==> config.mk <==
export PLATFORM = sky130hd
export DESIGN_NAME = fsm_calibration_seq
export DESIGN_NICKNAME = d
export VERILOG_FILES = /design/src/rtl/fsm_calibration_seq.sv
export SDC_FILE = /design/constraint.sdc
export NUM_CORES = 1
export LEC_CHECK = 0
export ABC_AREA = 1
export CORE_ASPECT_RATIO = 0.7
export CORE_UTILIZATION = 59
export CTS_CLUSTER_DIAMETER = 30
export CTS_CLUSTER_SIZE = 14
export DETAILED_ROUTE_END_ITERATION = 8
export DONT_BUFFER_PORTS = 1
export PLACE_DENSITY = 0.75
export RECOVER_POWER = 100
export SLEW_MARGIN = 20
export SYNTH_ARGS = -nofsm -noshare
export SYNTH_HDL_FRONTEND = slang
export SYNTH_SLANG_ARGS = --single-unit
==> constraint.sdc <==
create_clock -name clock -period 21.7 [get_ports clock]
set_clock_uncertainty 0.15 [all_clocks]
set_input_delay 1.085 -clock clock [delete_from_list [all_inputs] [get_ports clock]]
set_output_delay 1.085 -clock clock [all_outputs]
set_load 0.02 [all_outputs]
==> src/rtl/fsm_calibration_seq.sv <==
// Calibration trigger sequencer: start -> wait for frame-grabber pulse -> open delay -> staggered per-channel pulses, repeated per scenario.
// Optional WAIT_FG watchdog with ERROR state is compiled in with `define FSM_CAL_TIMEOUT_EN.
module fsm_calibration_seq #(
  parameter int N_CH  = 4,
  parameter int CNT_W = 32,
  parameter int REP_W = 8
) (
  input  logic             clock,
  input  logic             reset_signal,
  input  logic             start_signal,
  input  logic             fg_signal,
  input  logic             abort_signal,
  input  logic [CNT_W-1:0] fg_open_delay,
  input  logic [CNT_W-1:0] trigger_len,
  input  logic [CNT_W-1:0] ch_spacing,
  input  logic [N_CH-1:0]  ch_enable,
  input  logic [REP_W-1:0] repeat_count,
  input  logic [CNT_W-1:0] fg_timeout,
  output logic [N_CH-1:0]  output_trigger,
  output logic [3:0]       scenario_state,
  output logic             busy,
  output logic             done,
  output logic [REP_W-1:0] shot_count,
  output logic             timeout_flag
);

  typedef enum logic [2:0] {
    S_IDLE      = 3'd0,
    S_WAIT_FG   = 3'd1,
    S_WAIT_OPEN = 3'd2,
    S_PULSE     = 3'd3,
    S_DONE      = 3'd4,
    S_ERROR     = 3'd5
  } state_e;

  localparam logic [CNT_W-1:0] CNT_ZERO = {CNT_W{1'b0}};
  localparam logic [CNT_W-1:0] CNT_ONE  = {{(CNT_W-1){1'b0}}, 1'b1};
  localparam logic [REP_W-1:0] REP_ZERO = {REP_W{1'b0}};
  localparam logic [REP_W-1:0] REP_ONE  = {{(REP_W-1){1'b0}}, 1'b1};

  function automatic logic [CNT_W-1:0] sat_add(input logic [CNT_W-1:0] a, input logic [CNT_W-1:0] b);
    logic [CNT_W:0] sum_v;
    sum_v = {1'b0, a} + {1'b0, b};
    if (sum_v[CNT_W]) begin
      sat_add = {CNT_W{1'b1}};
    end else begin
      sat_add = sum_v[CNT_W-1:0];
    end
  endfunction

  state_e           state_q, state_d;
  logic [CNT_W-1:0] cnt_q, cnt_d;
  logic [1:0]       start_hist_q, fg_hist_q;
  logic             start_rise_s, fg_rise_s, load_s;
  logic [CNT_W-1:0] delay_q, len_q, sp_q;
  logic [N_CH-1:0]  en_q;
  logic [REP_W-1:0] rep_q, shot_q, shot_d, shot_inc_s;
  logic             tflag_q, tflag_d;
  logic [N_CH-1:0]  trig_q, trig_d;
  logic             done_q, done_d, busy_q, busy_d;
  logic [CNT_W-1:0] off_s [N_CH];
  logic [CNT_W-1:0] end_s [N_CH];
  logic [CNT_W-1:0] pulse_last_s;

`ifdef FSM_CAL_TIMEOUT_EN
  logic [CNT_W-1:0] to_q;
`else
  logic unused_timeout_s;
  assign unused_timeout_s = ^fg_timeout;
`endif

  // History holds {previous, current} sample; 01 marks a fresh rise
  assign start_rise_s = (start_hist_q == 2'b01);
  assign fg_rise_s    = (fg_hist_q == 2'b01);
  assign shot_inc_s   = (&shot_q) ? shot_q : shot_q + REP_ONE;
  assign pulse_last_s = end_s[N_CH-1] - CNT_ONE;

  // Channel windows: start offsets accumulated by repeated saturating adds of the spacing
  always_comb begin : window_calc
    logic [CNT_W-1:0] acc_v;
    acc_v = CNT_ZERO;
    for (int i = 0; i < N_CH; i++) begin
      off_s[i] = acc_v;
      end_s[i] = sat_add(acc_v, len_q);
      acc_v    = sat_add(acc_v, sp_q);
    end
  end

  // Next-state, counter, shot and output computation
  always_comb begin
    state_d = state_q;
    cnt_d   = sat_add(cnt_q, CNT_ONE);
    shot_d  = shot_q;
    tflag_d = tflag_q;
    load_s  = 1'b0;
    if (abort_signal) begin
      state_d = S_IDLE;
      cnt_d   = CNT_ZERO;
    end else begin
      case (state_q)
        S_IDLE: begin
          cnt_d = CNT_ZERO;
          if (start_rise_s) begin
            load_s  = 1'b1;
            shot_d  = REP_ZERO;
            tflag_d = 1'b0;
            state_d = S_WAIT_FG;
          end else begin
            state_d = S_IDLE;
          end
        end
        S_WAIT_FG: begin
          if (fg_rise_s) begin
            state_d = S_WAIT_OPEN;
            cnt_d   = CNT_ZERO;
`ifdef FSM_CAL_TIMEOUT_EN
          end else if (cnt_q >= to_q - CNT_ONE) begin
            state_d = S_ERROR;
            tflag_d = 1'b1;
            cnt_d   = CNT_ZERO;
`endif
          end else begin
            state_d = S_WAIT_FG;
          end
        end
        S_WAIT_OPEN: begin
          if (cnt_q >= delay_q) begin
            state_d = S_PULSE;
            cnt_d   = CNT_ZERO;
          end else begin
            state_d = S_WAIT_OPEN;
          end
        end
        S_PULSE: begin
          if (cnt_q >= pulse_last_s) begin
            shot_d = shot_inc_s;
            cnt_d  = CNT_ZERO;
            if (shot_inc_s < rep_q) begin
              state_d = S_WAIT_FG;
            end else begin
              state_d = S_DONE;
            end
          end else begin
            state_d = S_PULSE;
          end
        end
        S_DONE: begin
          state_d = S_IDLE;
          cnt_d   = CNT_ZERO;
        end
        S_ERROR: begin
          cnt_d = CNT_ZERO;
`ifdef FSM_CAL_TIMEOUT_EN
          if (start_rise_s) begin
            load_s  = 1'b1;
            shot_d  = REP_ZERO;
            tflag_d = 1'b0;
            state_d = S_WAIT_FG;
          end else begin
            state_d = S_ERROR;
          end
`else
          state_d = S_IDLE;
`endif
        end
        default: begin
          state_d = S_IDLE;
          cnt_d   = CNT_ZERO;
        end
      endcase
    end

    trig_d = {N_CH{1'b0}};
    for (int i = 0; i < N_CH; i++) begin
      trig_d[i] = en_q[i] && (state_d == S_PULSE) && (cnt_d >= off_s[i]) && (cnt_d < end_s[i]);
    end
    done_d = (state_d == S_DONE);
    busy_d = (state_d != S_IDLE);
  end

  // State, configuration latch and registered outputs
  always_ff @(posedge clock) begin
    if (reset_signal) begin
      state_q      <= S_IDLE;
      cnt_q        <= CNT_ZERO;
      start_hist_q <= 2'b00;
      fg_hist_q    <= 2'b00;
      delay_q      <= CNT_ZERO;
      len_q        <= CNT_ONE;
      sp_q         <= CNT_ZERO;
      en_q         <= {N_CH{1'b0}};
      rep_q        <= REP_ONE;
      shot_q       <= REP_ZERO;
      tflag_q      <= 1'b0;
      trig_q       <= {N_CH{1'b0}};
      done_q       <= 1'b0;
      busy_q       <= 1'b0;
`ifdef FSM_CAL_TIMEOUT_EN
      to_q         <= CNT_ONE;
`endif
    end else begin
      state_q      <= state_d;
      cnt_q        <= cnt_d;
      start_hist_q <= {start_hist_q[0], start_signal};
      fg_hist_q    <= {fg_hist_q[0], fg_signal};
      shot_q       <= shot_d;
      tflag_q      <= tflag_d;
      trig_q       <= trig_d;
      done_q       <= done_d;
      busy_q       <= busy_d;
      if (load_s) begin
        delay_q <= fg_open_delay;
        len_q   <= (trigger_len == CNT_ZERO) ? CNT_ONE : trigger_len;
        sp_q    <= ch_spacing;
        en_q    <= ch_enable;
        rep_q   <= (repeat_count == REP_ZERO) ? REP_ONE : repeat_count;
`ifdef FSM_CAL_TIMEOUT_EN
        to_q    <= (fg_timeout == CNT_ZERO) ? CNT_ONE : fg_timeout;
`endif
      end
    end
  end

  assign output_trigger = trig_q;
  assign scenario_state = {1'b0, state_q};
  assign busy           = busy_q;
  assign done           = done_q;
  assign shot_count     = shot_q;
`ifdef FSM_CAL_TIMEOUT_EN
  assign timeout_flag   = tflag_q;
`else
  assign timeout_flag   = 1'b0;
`endif

endmodule
==> run summary, run 1 <==
Total Nets Final = 3,805
Yosys cell types = 57
Clock Power Share = 29.0%
Post-synth ARST share = 0%
Slew headroom = -153%
Final antenna-violating net count = 0
Post-CTS Hold Buffers = 0
CP Capture Type = register
Skew-Pair Late Insertion Delay = 0.48 ns
CTS tree = yes
Hold Path Origin = start_hist_q[0]$_SDFF_PP0_
Commonest cells post-synth = 522 x nand2_1, 450 x inv_1, 422 x ha_1, 409 x nor2_1, 392 x a21oi_1
Int Power = 0.619 mW
Largest net degree at the start of global routing = 110
Post-route clock period utilization = 71.5%
Worst path required time = 21.96 ns
Fin. Hold Viols = 0
Setup_tns = 0 ns
Via count = 22.2k
Die W = 229 um
Top Layer Used = met4
R2R setup slack = 6.18 ns
CP Data Arrival Time = 15.78 ns
# H-tree levels = 4
Total CTS buffers = 17
Hold Crit Class = reg2reg
Initial antenna violation count = 0
Area Growth Syn to Fin = 5.03%
Syn Area/Cell = 6.56 sq um
Leading area contributor after synthesis = ha_1
Root Driver = clkbuf_16
CTS clock-pin slew for the worst setup and hold paths = 0.09 ns
Max-Cap Viols = 4
Post-Layout Cell Count = 3,719
Power Density = 49.2 nW/um^2
Synth warn = 0
Average wire per standard cell = 18.8 um
Vias in the first global route = 20.5k
Setup crit start kind = register
Global-route wire length before repair = 110 mm
Crit path largest cell delay = 1.34 ns
FF-to-FF End = output_trigger[1]$_SDFF_PP0_
# port buffers = 0
CP most frequent cell = nand2_1
DRC viols = 0
Ant. Diodes = 0
Count leader, synth = nand2_1
Ys flop type = dfxtp_1
Hold slack = 0.292 ns
Vias per Instance = 5.96
WL final = 69.9 mm
Total Die Area = 36,900 sq um
Resized cells post-CTS = 0
Synth top area share = 24.8%
FMAX = 64.4 MHz
Number of DRC markers in iteration 0 = 2,142
Cell Area, Synth = 21,300 sq um
Worst slew pin tran = 3.80 ns
Row Count = 57
CP Launch Point = sp_q[31]$_SDFFE_PP0P_
Max-slew violations = 258
Gate Count Post-Synth = 3,250
Worst R2R Path Depth = 64
Dpl hpwl = 57.6 mm
Total power = 1.10 mW
Core area = 35,100 sq um
Peak supply drop = 0.0000565 V
Min Tclk post-route = 15.52 ns
Fraction of layout cells with a size suffix above 1 = 3.42%
Static Leak = 11.4 nW
Failing checks = max-capacitance violations, max-slew violations
GRT Total Usage = 37.6%
Sw Ratio = 43.8%
P_sw = 0.483 mW
Setup WS post-layout = 6.18 ns
FF+latch count, synth = 161
IO Count = 164
Logic pwr share = 41.6%
Register area share after synthesis = 15.1%
Status = finished, violations left
Reg-to-reg startpoint = sp_q[31]$_SDFFE_PP0P_
Register share of total power = 29.4%
Setup WS pre-CTS = 9.68 ns
Gr ovfl total = 0
Die Ht = 161 um
Routed wire length on met3 = 7.56 mm
Routability cong. = 1.02
Post-synth EDFFs = 0
Sinks on Clock Net = 161
Met1 wire length = 32.5 mm
Met2 routed wirelength = 28.0 mm
Placed Cells = 3,686
Slowest-stage cell, CP = clkbuf_1
DR pass1 iterations = 6
RSZ-0062 raised after global routing = false
Initial Util = 60.7%
Hold-critical path endpoint = start_hist_q[1]$_SDFF_PP0_
Synth area leaders = ha_1 25%, dfxtp_1 15%, a21oi_1 9.2%
Post-CTS Setup Inserts = 0
Worst Setup Path Type = reg2reg
Setup-failing EPs final = 0
Hold depth = 2
Crit Path Max Fanout = 62
Max clock buf depth = 2
==> kinds of logic after synthesis <==
group | count (synthesis) | synth area share (%)
AOI/OAI and AO/OA | 755 | 19.6
xor gates and xnor gates | 136 | 5.59
adders and majority gates | 426 | 25.2
buffers and inverters | 519 | 9.23
DFF | 161 | 15.1
other | 1 | 0.0176
and+or+nand+nor | 1252 | 25.3
==> worst max-delay path, delay by kind of cell, from the launching register on <==
| family | cells | cell delay, ns |
|---|---|---|
| AND/OR/NAND/NOR | 39 | 6.83 |
| XOR/XNOR | 1 | 0.08 |
| AO/OA/AOI/OAI | 6 | 1.15 |
| buffers and inverters | 11 | 4.58 |
| flip-flops | 1 | 0.31 |
| adder cells (fa/ha/maj) | 7 | 2.23 |
==> worst max path at each step <==
stage	endpoint	slack, ns	cells after the start
finish	output_trigger[1]$_SDFF_PP0_	6.18	64
global route	output_trigger[2]$_SDFF_PP0_	5.01	66
CTS	output_trigger[1]$_SDFF_PP0_	9.63	60
detailed placement	output_trigger[1]$_SDFF_PP0_	9.68	60
global placement	output_trigger[1]$_SDFF_PP0_	9.91	60
floorplan	output_trigger[0]$_SDFF_PP0_	13.15	62
==> per-layer routing <==
layer,up-vias,GRT usage [%]
met5,-,0
met4,0,10.5
met3,125,10.2
met2,908,55.2
met1,10200,53.6
li1,10900,-
==> power by group through the flow <==
stage          Combinational, mW  Sequential [mW]  Clock [mW]
3_3_place_gp               0.432            0.330           0
3_5_place_dp               0.447            0.330           0
2_1_floorplan              0.351            0.322           0
4_1_cts                    0.451            0.323       0.321
5_1_grt                    0.517            0.324       0.333
6_report                   0.459            0.324       0.319
==> metrics by stage <==
| stage | cell area [sq um] | util [%] |
|---|---|---|
| finish | 22400 | 63.8 |
| global route | 22400 | 63.8 |
| CTS | 22400 | 63.9 |
| detailed placement | 21900 | 62.3 |
| global placement | 21900 | 62.3 |
| floorplan | 21300 | - |
==> cell usage in the layout, fill, tap and decap left out, types with 56 or more instances in the layout <==
master,Yosys,final
nand2_1,522,527
inv_1,450,451
ha_1,422,422
nor2_1,409,411
a21oi_1,392,393
o21ai_0,212,213
dfxtp_1,161,161
nand3_1,106,106
xor2_1,89,89
nor3_1,73,71
nand4_1,56,56
==> registers in the layout (all words and copies together) (netlist names) <==
register and flops:
busy 1, cnt_q 32, delay_q 32, done 1, en_q 4, fg_hist_q 2, len_q 32, output_trigger 4
rep_q 8, shot_count 8, sp_q 32, start_hist_q 2, state_q 3
==> area by class of cell <==
cell class	count	area, sq um
Tap cell	472	591
Timing Repair Buffer	28	191
Multi-Input combinational cell	2571	16100
Sequential cell	161	3220
Inverter	455	1710
Clock buffer	17	425
Fill cell	3322	12700
Clock inverter	15	154
(Power assumes the default switching activity.)
==> inputs of run 2 (changes only) <==
==> constraint.sdc (replaced) <==
create_clock -name clock -period 15.8 [get_ports clock]
set_clock_uncertainty 0.15 [all_clocks]
set_input_delay 0.79 -clock clock [delete_from_list [all_inputs] [get_ports clock]]
set_output_delay 0.79 -clock clock [all_outputs]
set_load 0.02 [all_outputs]
==> run summary, run 2 (synthesis gave the netlist of run 1 again) <==
Max-Cap Viols = 3 (was 4)
Setup WS pre-CTS = 3.38 ns (was 9.68 ns)
Resized cells post-CTS = 0 (unchanged)
Status = finished, violations left (unchanged)
DR pass1 iterations = 6 (unchanged)
# port buffers = 0 (unchanged)
Worst slew pin tran = 2.63 ns (was 3.80 ns)
CP most frequent cell = nand2_1 (unchanged)
Buf/Inv on CP = 10 (was 11)
Post-route clock period utilization = 88.1% (was 71.5%)
Hold Crit Class = in2reg (was reg2reg)
Vias per Instance = 5.97 (was 5.96)
CTS clock-pin slew for the worst setup and hold paths = 0.08 ns (was 0.09 ns)
Setup-failing EPs final = 0 (unchanged)
DRC viols = 0 (unchanged)
Dpl hpwl = 57.4 mm (was 57.6 mm)
Commonest non-fill, non-tap cell in the layout = nand2_1 (unchanged)
Initial antenna violation count = 2 (was 0)
Global-route wire length before repair = 109 mm (was 110 mm)
Max clock buf depth = 2 (unchanged)
Slew headroom = -75.0% (was -153%)
Family with the most delay on the worst path = simple AND/OR/NAND/NOR gates (unchanged)
WL final = 69.7 mm (was 69.9 mm)
Sinks on Clock Net = 161 (unchanged)
Design Area, Final = 22,400 sq um (about the same)
Fin. Hold Viols = 0 (unchanged)
Setup WS post-layout = 1.89 ns (was 6.18 ns)
Total Die Area = 36,900 sq um (unchanged)
Total CTS buffers = 17 (unchanged)
Most frequent cells in the layout = 525 x nand2_1, 451 x inv_1, 422 x ha_1 (was 527 x nand2_1, 451 x inv_1, 422 x ha_1)
Fraction of layout cells with a size suffix above 1 = 3.36% (was 3.42%)
Root Driver = clkbuf_16 (unchanged)
Die Ht = 161 um (unchanged)
Post-CTS Hold Buffers = 0 (unchanged)
Gr ovfl total = 0 (unchanged)
IO Count = 164 (unchanged)
Worst Setup Path Type = reg2reg (unchanged)
Row Count = 57 (unchanged)
Core area = 35,100 sq um (unchanged)
Setup_tns = 0 ns (unchanged)
Total Nets Final = 3,801 (was 3,805)
Crit Path Max Fanout = 46 (was 62)
Initial Util = 60.7% (unchanged)
Routability cong. = 1.01 (was 1.02)
Post-CTS Setup Inserts = 0 (unchanged)
Via count = 22.2k (about the same)
Largest net degree at the start of global routing = 75 (was 110)
Crit path largest cell delay = 1.04 ns (was 1.34 ns)
Setup crit start kind = register (unchanged)
Static Leak = 11.4 nW (about the same)
Vias in the first global route = 20.1k (was 20.5k)
FMAX = 71.9 MHz (was 64.4 MHz)
Failing checks = max-capacitance violations, max-slew violations (unchanged)
DP Area = 21,800 sq um (was 21,900 sq um)
Skew-Pair Late Insertion Delay = 0.47 ns (was 0.48 ns)
Average wire per standard cell = 18.8 um (about the same)
CTS tree = yes (unchanged)
Peak supply drop = 0.0000809 V (was 0.0000565 V)
GRT Total Usage = 37.4% (was 37.6%)
Number of DRC markers in iteration 0 = 2,217 (was 2,142)
RSZ-0062 raised after global routing = false (unchanged)
Max-slew violations = 179 (was 258)
CP Data Arrival Time = 14.16 ns (was 15.78 ns)
Total power = 1.51 mW (was 1.10 mW)
CP Capture Type = register (unchanged)
# H-tree levels = 4 (unchanged)
Power Density = 67.7 nW/um^2 (was 49.2 nW/um^2)
Area Growth Syn to Fin = 5.01% (was 5.03%)
Die W = 229 um (unchanged)
Hold slack = 0.233 ns (was 0.292 ns)
Min Tclk post-route = 13.91 ns (was 15.52 ns)
Final antenna-violating net count = 0 (unchanged)
Worst path required time = 16.05 ns (was 21.96 ns)
Slowest-stage cell, CP = a2111oi_0 (was clkbuf_1)
[run 2: per-stage QoR]
stage | cells | util [%]
after floorplan | 3251 | -
after CTS | 3714 | 63.9
final | 3716 | 63.8
after global placement | 3682 | 62.2
after detailed placement | 3682 | 62.2
after global routing | 3715 | 63.7
[run 2: layer usage]
metal | wire (um) | track usage, %
met4 | 1680 | 9.85
met2 | 27600 | 54.0
met3 | 6800 | 7.57
met1 | 33600 | 55.6
met5 | 13 | 0
[run 2: power breakdown]
group	internal [mW]	leakage, nW	switching, mW
clock network	0.212	0.286	0.227
logic	0.217	9.83	0.414
registers	0.421	1.31	0.0229
[run 2: path summary, 6_finish.rpt]
kind | start | endpoint | slack, ns | depth (start not counted)
worst max-delay path | sp_q[31]$_SDFFE_PP0P_ | output_trigger[1]$_SDFF_PP0_ | 1.89 | 58
worst min-delay path | reset_signal | start_hist_q[0]$_SDFF_PP0_ | 0.23 | 1
worst max register to register | sp_q[31]$_SDFFE_PP0P_ | output_trigger[1]$_SDFF_PP0_ | 1.89 | 58
worst min register to register | start_hist_q[0]$_SDFF_PP0_ | start_hist_q[1]$_SDFF_PP0_ | 0.29 | 2
[run 2: worst register-to-register path: cells and delay by family, from the launching register on]
family                     cells  cell delay (ns)
xor gates and xnor gates       1             0.23
adders and majority gates      7             1.99
AOI/OAI and AO/OA             10             3.41
and+or+nand+nor               30             5.38
DFF                            1             0.30
buffers and inverters         10             2.38
[run 2: cell type report]
class	count	area (sq um)
well taps	472	591
fillers	3318	12700
repair buffers	24	161
clock buffers	17	425
clock inverters	15	161
diodes	1	2.50
multi-input cells	2571	16100
flip-flops and latches	161	3220
inverters	455	1710
